===== src/rtl/sim_check_pkg.sv =====
// Shared types and defaults for the end-of-run checker: FSM state encoding,
// default flag/window constants and the word-count clamp helper.
package sim_check_pkg;

  typedef enum logic [1:0] {
    ST_RUN   = 2'd0,
    ST_CHECK = 2'd1,
    ST_DONE  = 2'd2
  } state_e;

  localparam logic [31:0] DEF_END_CODE   = 32'hFFFF_FFFF;
  localparam int unsigned DEF_END_WORD   = 'h3fff;
  localparam int unsigned DEF_TEST_START = 'h2000;

  function automatic int unsigned clamp_num(input int unsigned n, input int unsigned num_max);
    return (n > num_max) ? num_max : n;
  endfunction

endpackage


===== src/rtl/end_flag_snoop.sv =====
// Byte-lane shadow of the end-flag word, built from snooped DM stores, and
// the end-of-run detect derived from it.
module end_flag_snoop #(
  parameter int unsigned       ADDR_W   = 16,
  parameter int unsigned       DATA_W   = 32,
  parameter int unsigned       END_WORD = sim_check_pkg::DEF_END_WORD,
  parameter logic [DATA_W-1:0] END_CODE = DATA_W'(sim_check_pkg::DEF_END_CODE)
) (
  input  logic                clk,
  input  logic                rst_n,
  input  logic                snoop_en_i,
  input  logic [DATA_W/8-1:0] bus_write_i,
  input  logic [ADDR_W-3:0]   bus_word_i,
  input  logic [DATA_W-1:0]   bus_wdata_i,
  output logic                end_det_o
);

  localparam int unsigned LANES = DATA_W / 8;

  logic [DATA_W-1:0] shadow_q;
  logic              hit;

  assign hit = snoop_en_i && (bus_word_i == (ADDR_W-2)'(END_WORD));

  // Sub-word stores merge lane by lane, so byte and halfword flag writes accumulate.
  always_ff @(posedge clk or negedge rst_n) begin
    if (!rst_n) begin
      shadow_q <= '0;
    end else if (hit) begin
      for (int b = 0; b < LANES; b++) begin
        // NOTE: non-blocking assignment keeps every lane update tied to the
        // pre-edge value; a blocking write here would create ordering races.
        if (bus_write_i[b]) shadow_q[8*b +: 8] <= bus_wdata_i[8*b +: 8];
      end
    end
  end

  assign end_det_o = (shadow_q == END_CODE);

endmodule


===== config.mk =====
export PLATFORM = sky130hd
export DESIGN_NAME = end_flag_snoop
export DESIGN_NICKNAME = d
export VERILOG_FILES = /design/src/rtl/sim_check_pkg.sv /design/src/rtl/end_flag_snoop.sv
export SDC_FILE = /design/constraint.sdc
export NUM_CORES = 1
export LEC_CHECK = 0
export ABC_AREA = 1
export BUFFER_PORTS_ARGS = -buffer_cell sky130_fd_sc_hd__buf_2
export CORE_ASPECT_RATIO = 1.75
export CORE_MARGIN = 2
export CORE_UTILIZATION = 44
export CTS_BUF_LIST = sky130_fd_sc_hd__clkbuf_8 sky130_fd_sc_hd__clkbuf_16
export CTS_CLUSTER_DIAMETER = 200
export DETAILED_ROUTE_END_ITERATION = 8
export MAX_ROUTING_LAYER = met4
export PLACE_DENSITY = 0.74
export SYNTH_ARGS = -nofsm -noshare
export SYNTH_HDL_FRONTEND = slang
export SYNTH_SLANG_ARGS = --single-unit

===== constraint.sdc =====
create_clock -name clk -period 0.8 [get_ports clk]
set_clock_uncertainty 0.15 [all_clocks]
set_input_delay 0.04 -clock clk [delete_from_list [all_inputs] [get_ports clk]]
set_output_delay 0.04 -clock clk [all_outputs]
set_load 0.02 [all_outputs]

-- Word-level counts from Yosys, hierarchy flattened
Cells that the tools add are included.
- equality and inequality tests: 2
- reduce and logical (&&, ||, !) cells: 5
- operator list (kind ; count):
    $eq 32x32->1 const B ; 1
    $eq 14x14->1 const B ; 1
    $reduce_and 2->1 ; 4
    $logic_and 1x1->1 ; 1
- register bits: 32
- bits of input ports: 53

-- Depth between registers and ports, before layout
Gate-level depths: netlist of run 1.
- word-level depth: 3
- depth in mapped cells: 7
- mapped depth without buffers: 7

-- Worst setup path after synthesis of run 1
Ideal clock, no wire load.
- path type: reg-to-output
- start point: register shadow_q[2]
- end point: output port end_det_o
- arrival: 853 ps
- data required time: 610 ps
- slack: -243 ps
- stages on the path, launching flop included: 5
- cells stage by stage: dfrtp_1 -> nand4_1 -> nor2_1 -> nand2_1 -> nor2_1
- word-level cells in the longest chain between the ends: 1
- RTL lines (element ; RTL line ; source):
    start: declaration ; end_flag_snoop.sv:20 ; logic [DATA_W-1:0] shadow_q;
    start signal: indexed assignment ; end_flag_snoop.sv:33 ; if (bus_write_i[b]) shadow_q[8*b +: 8] <= bus_wdata_i[8*b +: 8];
    $eq 32x32->1 ; end_flag_snoop.sv:38 ; assign end_det_o = (shadow_q == END_CODE);
    end: declaration ; end_flag_snoop.sv:15 ; output logic end_det_o
No other way between the ends.

-- Final worst setup path of run 1
- start point: register shadow_q[0]
- end point: output port end_det_o
The elaborated chain is that of the path after synthesis.

==> impl_metrics.env, run 1 <==
export IMPL_status="finished, violations left"
export IMPL_violations="negative hold slack, negative setup slack"
export IMPL_grt_pass1_vias=1651
export IMPL_wl_met3_um=183
export IMPL_multi_input_area_sq_um=902
export IMPL_crit_type="reg2out"
export IMPL_whs_path_depth=3
export IMPL_crit_path_start_kind="flip-flop"
export IMPL_hold_viol_final=5
export IMPL_layout_setup_ws_ns=-0.685
export IMPL_wirelength_um=5050
export IMPL_cts_tree="built"
export IMPL_endpoint_kind="output pin"
export IMPL_routedWlPerCell_um=15.6
export IMPL_layout_commonest_cell="nand2_1"
export IMPL_timing_rr_start="shadow_q[21]"
export IMPL_cap_violations=0
export IMPL_synth_fp_nets=226
export IMPL_irDropWorstVdd_mv=1.53
export IMPL_netlist_instances=173
export IMPL_path_clk_slew_ns=0.07
export IMPL_p_comb_frac=0.132
export IMPL_crit_start="shadow_q[0]"
export IMPL_final_area_sq_um=2870
export IMPL_reg_top3="shadow_q x32"
export IMPL_gp_congestion=0.796
export IMPL_arrival_ns=1.29
export IMPL_hp_class="in2reg"
export IMPL_leakage_nw=1.40
export IMPL_yosysSeqAreaShare=0.536
export IMPL_grt_setup_unrepaired="true"
export IMPL_diodes=0
export IMPL_core_rowCount=28
export IMPL_place_area_sq_um=1990
export IMPL_finalCriticalPeriod_ns=1.48
export IMPL_route_detailed_drc=0
export IMPL_ant_nets=0
export IMPL_cts_buffers=5
export IMPL_preCtsSetupSlack_ns=-0.388
export IMPL_hold_ws_ns=-0.0825
export IMPL_vias=1645
export IMPL_slew_headroom=0.884
export IMPL_final_cell_mix="52 x nand2_1, 34 x buf_2, 33 x dlygate4sd3_1"
export IMPL_dieArea_sq_um=3900
export IMPL_grt_ovfl_total=0
export IMPL_cts_sinks=32
export IMPL_numPortBuffers=53
export IMPL_crit_fanout=2
export IMPL_fin_setup_tns_ns=-1.94
export IMPL_dr_wl_met2_um=3000
export IMPL_antenna_found_initial=0
export IMPL_syn_area_per_cell_sq_um=8.64
export IMPL_tightest_slew_ns=0.174
export IMPL_setup_viol=26
export IMPL_finalMaxSlewViolations=0
export IMPL_largest_reg_flops=32
export IMPL_drive_gt1_frac=0.532
export IMPL_swShare=0.210
export IMPL_htreeDepth=2
export IMPL_r2r_end="shadow_q[21]"
export IMPL_clockBufferDepth=2
export IMPL_top_register="shadow_q"
export IMPL_period_share=1.86
export IMPL_num_fill_cells=154
export IMPL_area_delta_synth_final_pct=92.0
export IMPL_cp_required_ns=0.61
export IMPL_p_int_mw=3.01
export IMPL_initial_core_util=0.449
export IMPL_top_layer="met4"
export IMPL_drt_initial_drc_count=48
export IMPL_r2r_slack_ns=-0.08
export IMPL_reg2reg_depth=3
export IMPL_cts_root_buf="clkbuf_8"
export IMPL_insertion_delay_ns=0.28
export IMPL_dr_pass1_iters=4
export IMPL_io_pin_count=54
export IMPL_core_area_sq_um=3330
export IMPL_grt_start_max_net_pins=33
export IMPL_via_per_inst=5.06
export IMPL_grt_pass1_wl_um=7120
export IMPL_netlist_area_sq_um=1490
export IMPL_utilization=0.862
export IMPL_whs_endpoint="shadow_q[17]"
export IMPL_ys_warnings_count=0
export IMPL_power_density_nw_per_um2=1330
export IMPL_drt_met1_wl_um=1720
export IMPL_clkPwrFrac=0.443
export IMPL_worstHoldStart="bus_write_i[2]"
export IMPL_yosys_register_bits=32
export IMPL_nets=332
export IMPL_p_switching_mw=0.802
export IMPL_place_hpwl_um=2450
export IMPL_regArea_sq_um=801
export IMPL_grt_usage=0.271
export IMPL_seqPwrFrac=0.425
export IMPL_fmax_mhz=674
export IMPL_ys_types=12
export IMPL_die_w_um=48.0
export IMPL_die_height_um=81.1
[layout make-up]
class                   instances  area share
inverters                       4     0.00960
multi-input cells             130       0.315
repair buffers                106       0.333
well taps                      45      0.0196
clock buffers                   7      0.0336
flip-flops and latches         32       0.279
clock inverters                 1      0.0105
[cell usage after synthesis, drive strengths merged]
| cell type | number | area share |
|---|---|---|
| buf | 7 | 0.053 |
| dfrtp | 32 | 0.54 |
| inv | 4 | 0.010 |
| nand2 | 75 | 0.19 |
| nand3 | 37 | 0.14 |
| nand4 | 8 | 0.034 |
| nor2 | 10 | 0.037 |
[worst max path at each step]
stage / end / slack, ns / depth (start not counted)
after global placement: shadow_q[17] / -0.36 / 8
after CTS: end_det_o / -0.62 / 5
after floorplan: end_det_o / -0.14 / 4
final: end_det_o / -0.68 / 5
after global routing: end_det_o / -0.72 / 5
after detailed placement: shadow_q[16] / -0.39 / 8
[routing by layer]
layer,vias to the layer above,global-route usage
met5,-,-
met4,0,0.135
met3,15,0.0356
met2,55,0.471
met1,796,0.279
li1,779,-
[stage by stage]
| stage | hold WS (ns) | instances | power, mW |
|---|---|---|---|
| finish | -0.0825 | 325 | 3.82 |
| global route | -0.0743 | 325 | 3.91 |
| CTS | -0.135 | 324 | 3.76 |
| detailed placement | -0.149 | 277 | 1.93 |
| global placement | -0.147 | 277 | 1.92 |
| floorplan | -0.406 | 173 | 1.73 |
[cell families (layout without fill, tap and decap cells)]
| group | after synthesis | count (layout) | synth area share |
|---|---|---|---|
| buf+inv | 11 | 118 | 0.0628 |
| flops | 32 | 32 | 0.536 |
| simple gates | 130 | 130 | 0.401 |
[repair_timing]
item,in CTS,in global routing
cloned,3,1
hold endpoints to repair,64,6
buffers inserted,7,7
setup endpoints to repair,24,33
pin swaps,29,27
hold buffers,30,3
resized for setup,38,43
[worst max-delay path, cell delays in order, from the launching register on]
cell	delay [ns]
dfrtp_1	0.37
nand4_1	0.12
nor2_1	0.15
nand2_1	0.11
nor2_4	0.14
buf_6	0.13
[power by group through the flow]
stage	combinational, mW	sequential (mW)	clock (mW)
after floorplan	0.0753	1.65	0
after global placement	0.275	1.65	0
after detailed placement	0.279	1.65	0
after CTS	0.435	1.62	1.70
after global routing	0.546	1.62	1.75
final	0.505	1.62	1.69
No activity file was read; power rests on OpenSTA's default activity.
==> run 2: changes to the inputs <==
Settings changed: CORE_ASPECT_RATIO 1.75 to 1.1.
==> impl_metrics.env, run 2 (synthesis gave the netlist of run 1 again) <==
export IMPL_grt_pass1_wl_um=8000
export IMPL_core_area_sq_um=3300
export IMPL_dieArea_sq_um=3880
export IMPL_clockBufferDepth=2
export IMPL_finalCriticalPeriod_ns=1.57
export IMPL_cp_num_buf_inv=1
export IMPL_utilization=0.866
export IMPL_cts_sinks=32
export IMPL_drt_initial_drc_count=103
export IMPL_largest_reg_flops=32
export IMPL_grt_setup_unrepaired="true"
export IMPL_multi_input_area_sq_um=892
export IMPL_crit_fanout=2
export IMPL_diodes=0
export IMPL_top_register="shadow_q"
export IMPL_cpLargestDelayFamily="simple AND/OR/NAND/NOR gates"
export IMPL_status="finished, violations left"
export IMPL_htreeDepth=2
export IMPL_num_fill_cells=155
export IMPL_antenna_found_initial=0
export IMPL_core_rowCount=22
export IMPL_finalMaxSlewViolations=0
export IMPL_cp_required_ns=0.61
export IMPL_cap_violations=0
export IMPL_violations="negative hold slack, negative setup slack"
export IMPL_timing_rr_start="shadow_q[31]"
export IMPL_vias=1663
export IMPL_via_per_inst=5.23
export IMPL_drive_gt1_frac=0.528
export IMPL_cts_tree="built"
export IMPL_setup_viol=33
export IMPL_leakage_nw=1.40
export IMPL_period_share=1.96
export IMPL_final_cell_mix="50 x nand2_1, 38 x buf_2, 33 x dlygate4sd3_1"
export IMPL_routedWlPerCell_um=17.2
export IMPL_insertion_delay_ns=0.29
export IMPL_cts_root_buf="clkbuf_8"
export IMPL_layout_commonest_cell="nand2_1"
export IMPL_endpoint_kind="output pin"
export IMPL_fmax_mhz=639
export IMPL_dr_pass1_iters=4
export IMPL_area_delta_synth_final_pct=91.4
export IMPL_path_clk_slew_ns=0.07
export IMPL_irDropWorstVdd_mv=0.970
export IMPL_arrival_ns=1.38
export IMPL_crit_start="shadow_q[30]"
export IMPL_numPortBuffers=53
export IMPL_hold_viol_final=8
export IMPL_critPathSlowestCell="dfrtp_1"
export IMPL_top_layer="met4"
export IMPL_reg_top3="shadow_q x32"
export IMPL_hp_class="in2reg"
export IMPL_wirelength_um=5470
export IMPL_place_hpwl_um=2380
export IMPL_slew_headroom=0.824
export IMPL_die_w_um=59.6
export IMPL_path_cells="nand4_1 > nor2_2 > nand2_2 > nor2_4 > buf_6"
export IMPL_nets=334
export IMPL_route_detailed_drc=0
export IMPL_grt_pass1_vias=1803
export IMPL_worstHoldStart="bus_write_i[1]"
export IMPL_grt_ovfl_total=0
export IMPL_regArea_sq_um=801
export IMPL_die_height_um=65.1
export IMPL_wl_met3_um=257
export IMPL_max_stage_delay_ns=0.39
export IMPL_postCtsHoldBufs=33
export IMPL_hold_ws_ns=-0.0944
export IMPL_initial_core_util=0.452
export IMPL_grt_usage=0.297
export IMPL_crit_path_start_kind="flip-flop"
export IMPL_fin_setup_tns_ns=-4.55
export IMPL_gp_congestion=0.757
export IMPL_io_pin_count=54
export IMPL_dr_wl_met2_um=3080
export IMPL_preCtsSetupSlack_ns=-0.354
export IMPL_grt_start_max_net_pins=33
export IMPL_layout_setup_ws_ns=-0.766
export IMPL_cts_buffers=5
export IMPL_crit_type="reg2out"
export IMPL_tightest_slew_ns=0.263
export IMPL_drt_met1_wl_um=1880
export IMPL_ant_nets=0
export IMPL_power_density_nw_per_um2=1190
-- run 2: final timing paths --
path	to	slack [ns]	cells after the start
setup / recovery	end_det_o	-0.77	5
hold / removal	shadow_q[9]	-0.09	3
setup reg to reg	shadow_q[31]	-0.17	3
hold reg to reg	shadow_q[1]	0.33	2
max in group asynchronous	shadow_q[21]	0.22	3
min in group asynchronous	shadow_q[1]	0.11	3
-- run 2: final cells by class --
class,count,area share
clock buffers,6,0.0289
clock inverters,2,0.00263
inverters,4,0.00788
multi-input cells,130,0.312
flip-flops and latches,32,0.280
well taps,36,0.0158
repair buffers,108,0.353
-- run 2: metal layers --
| metal | global-route usage | vias to the layer above |
|---|---|---|
| li1 | - | 785 |
| met1 | 0.311 | 797 |
| met2 | 0.512 | 59 |
| met3 | 0.0630 | 22 |
| met4 | 0.161 | 0 |
| met5 | - | - |
-- run 2: what timing repair did --
| item | in CTS | in global routing |
|---|---|---|
| endpoints found under the setup margin | 18 | 33 |
| gates resized for setup | 44 | 31 |
| endpoints found under the hold margin | 64 | 7 |
| pin swaps | 25 | 20 |
| gates cloned | 3 | 0 |
| buffers inserted | 8 | 1 |
-- run 2: per-stage QoR --
step	std cells	power [mW]	cell area (sq um)	hold WS, ns
6_report	318	3.42	2860	-0.0944
4_1_cts	318	3.34	2770	-0.101
3_3_place_gp	268	1.91	1970	-0.145
2_1_floorplan	173	1.73	1600	-0.406
3_5_place_dp	268	1.92	1970	-0.143
5_1_grt	318	3.53	2860	-0.0829
-- run 2: report_power, final --
| part | leakage (nW) | total, mW | switching [mW] | internal [mW] |
|---|---|---|---|---|
| clock | 0.0538 | 1.28 | 0.608 | 0.676 |
| sequential | 0.447 | 1.62 | 0.000729 | 1.62 |
| combinational | 0.899 | 0.512 | 0.212 | 0.300 |
| total | 1.40 | 3.42 | 0.821 | 2.59 |
-- run 2: worst register-to-register path: stages (launching register included) --
cell and delay (ns):
dfrtp_1 0.41, buf_4 0.15, nand2_2 0.06, nand2_1 0.07
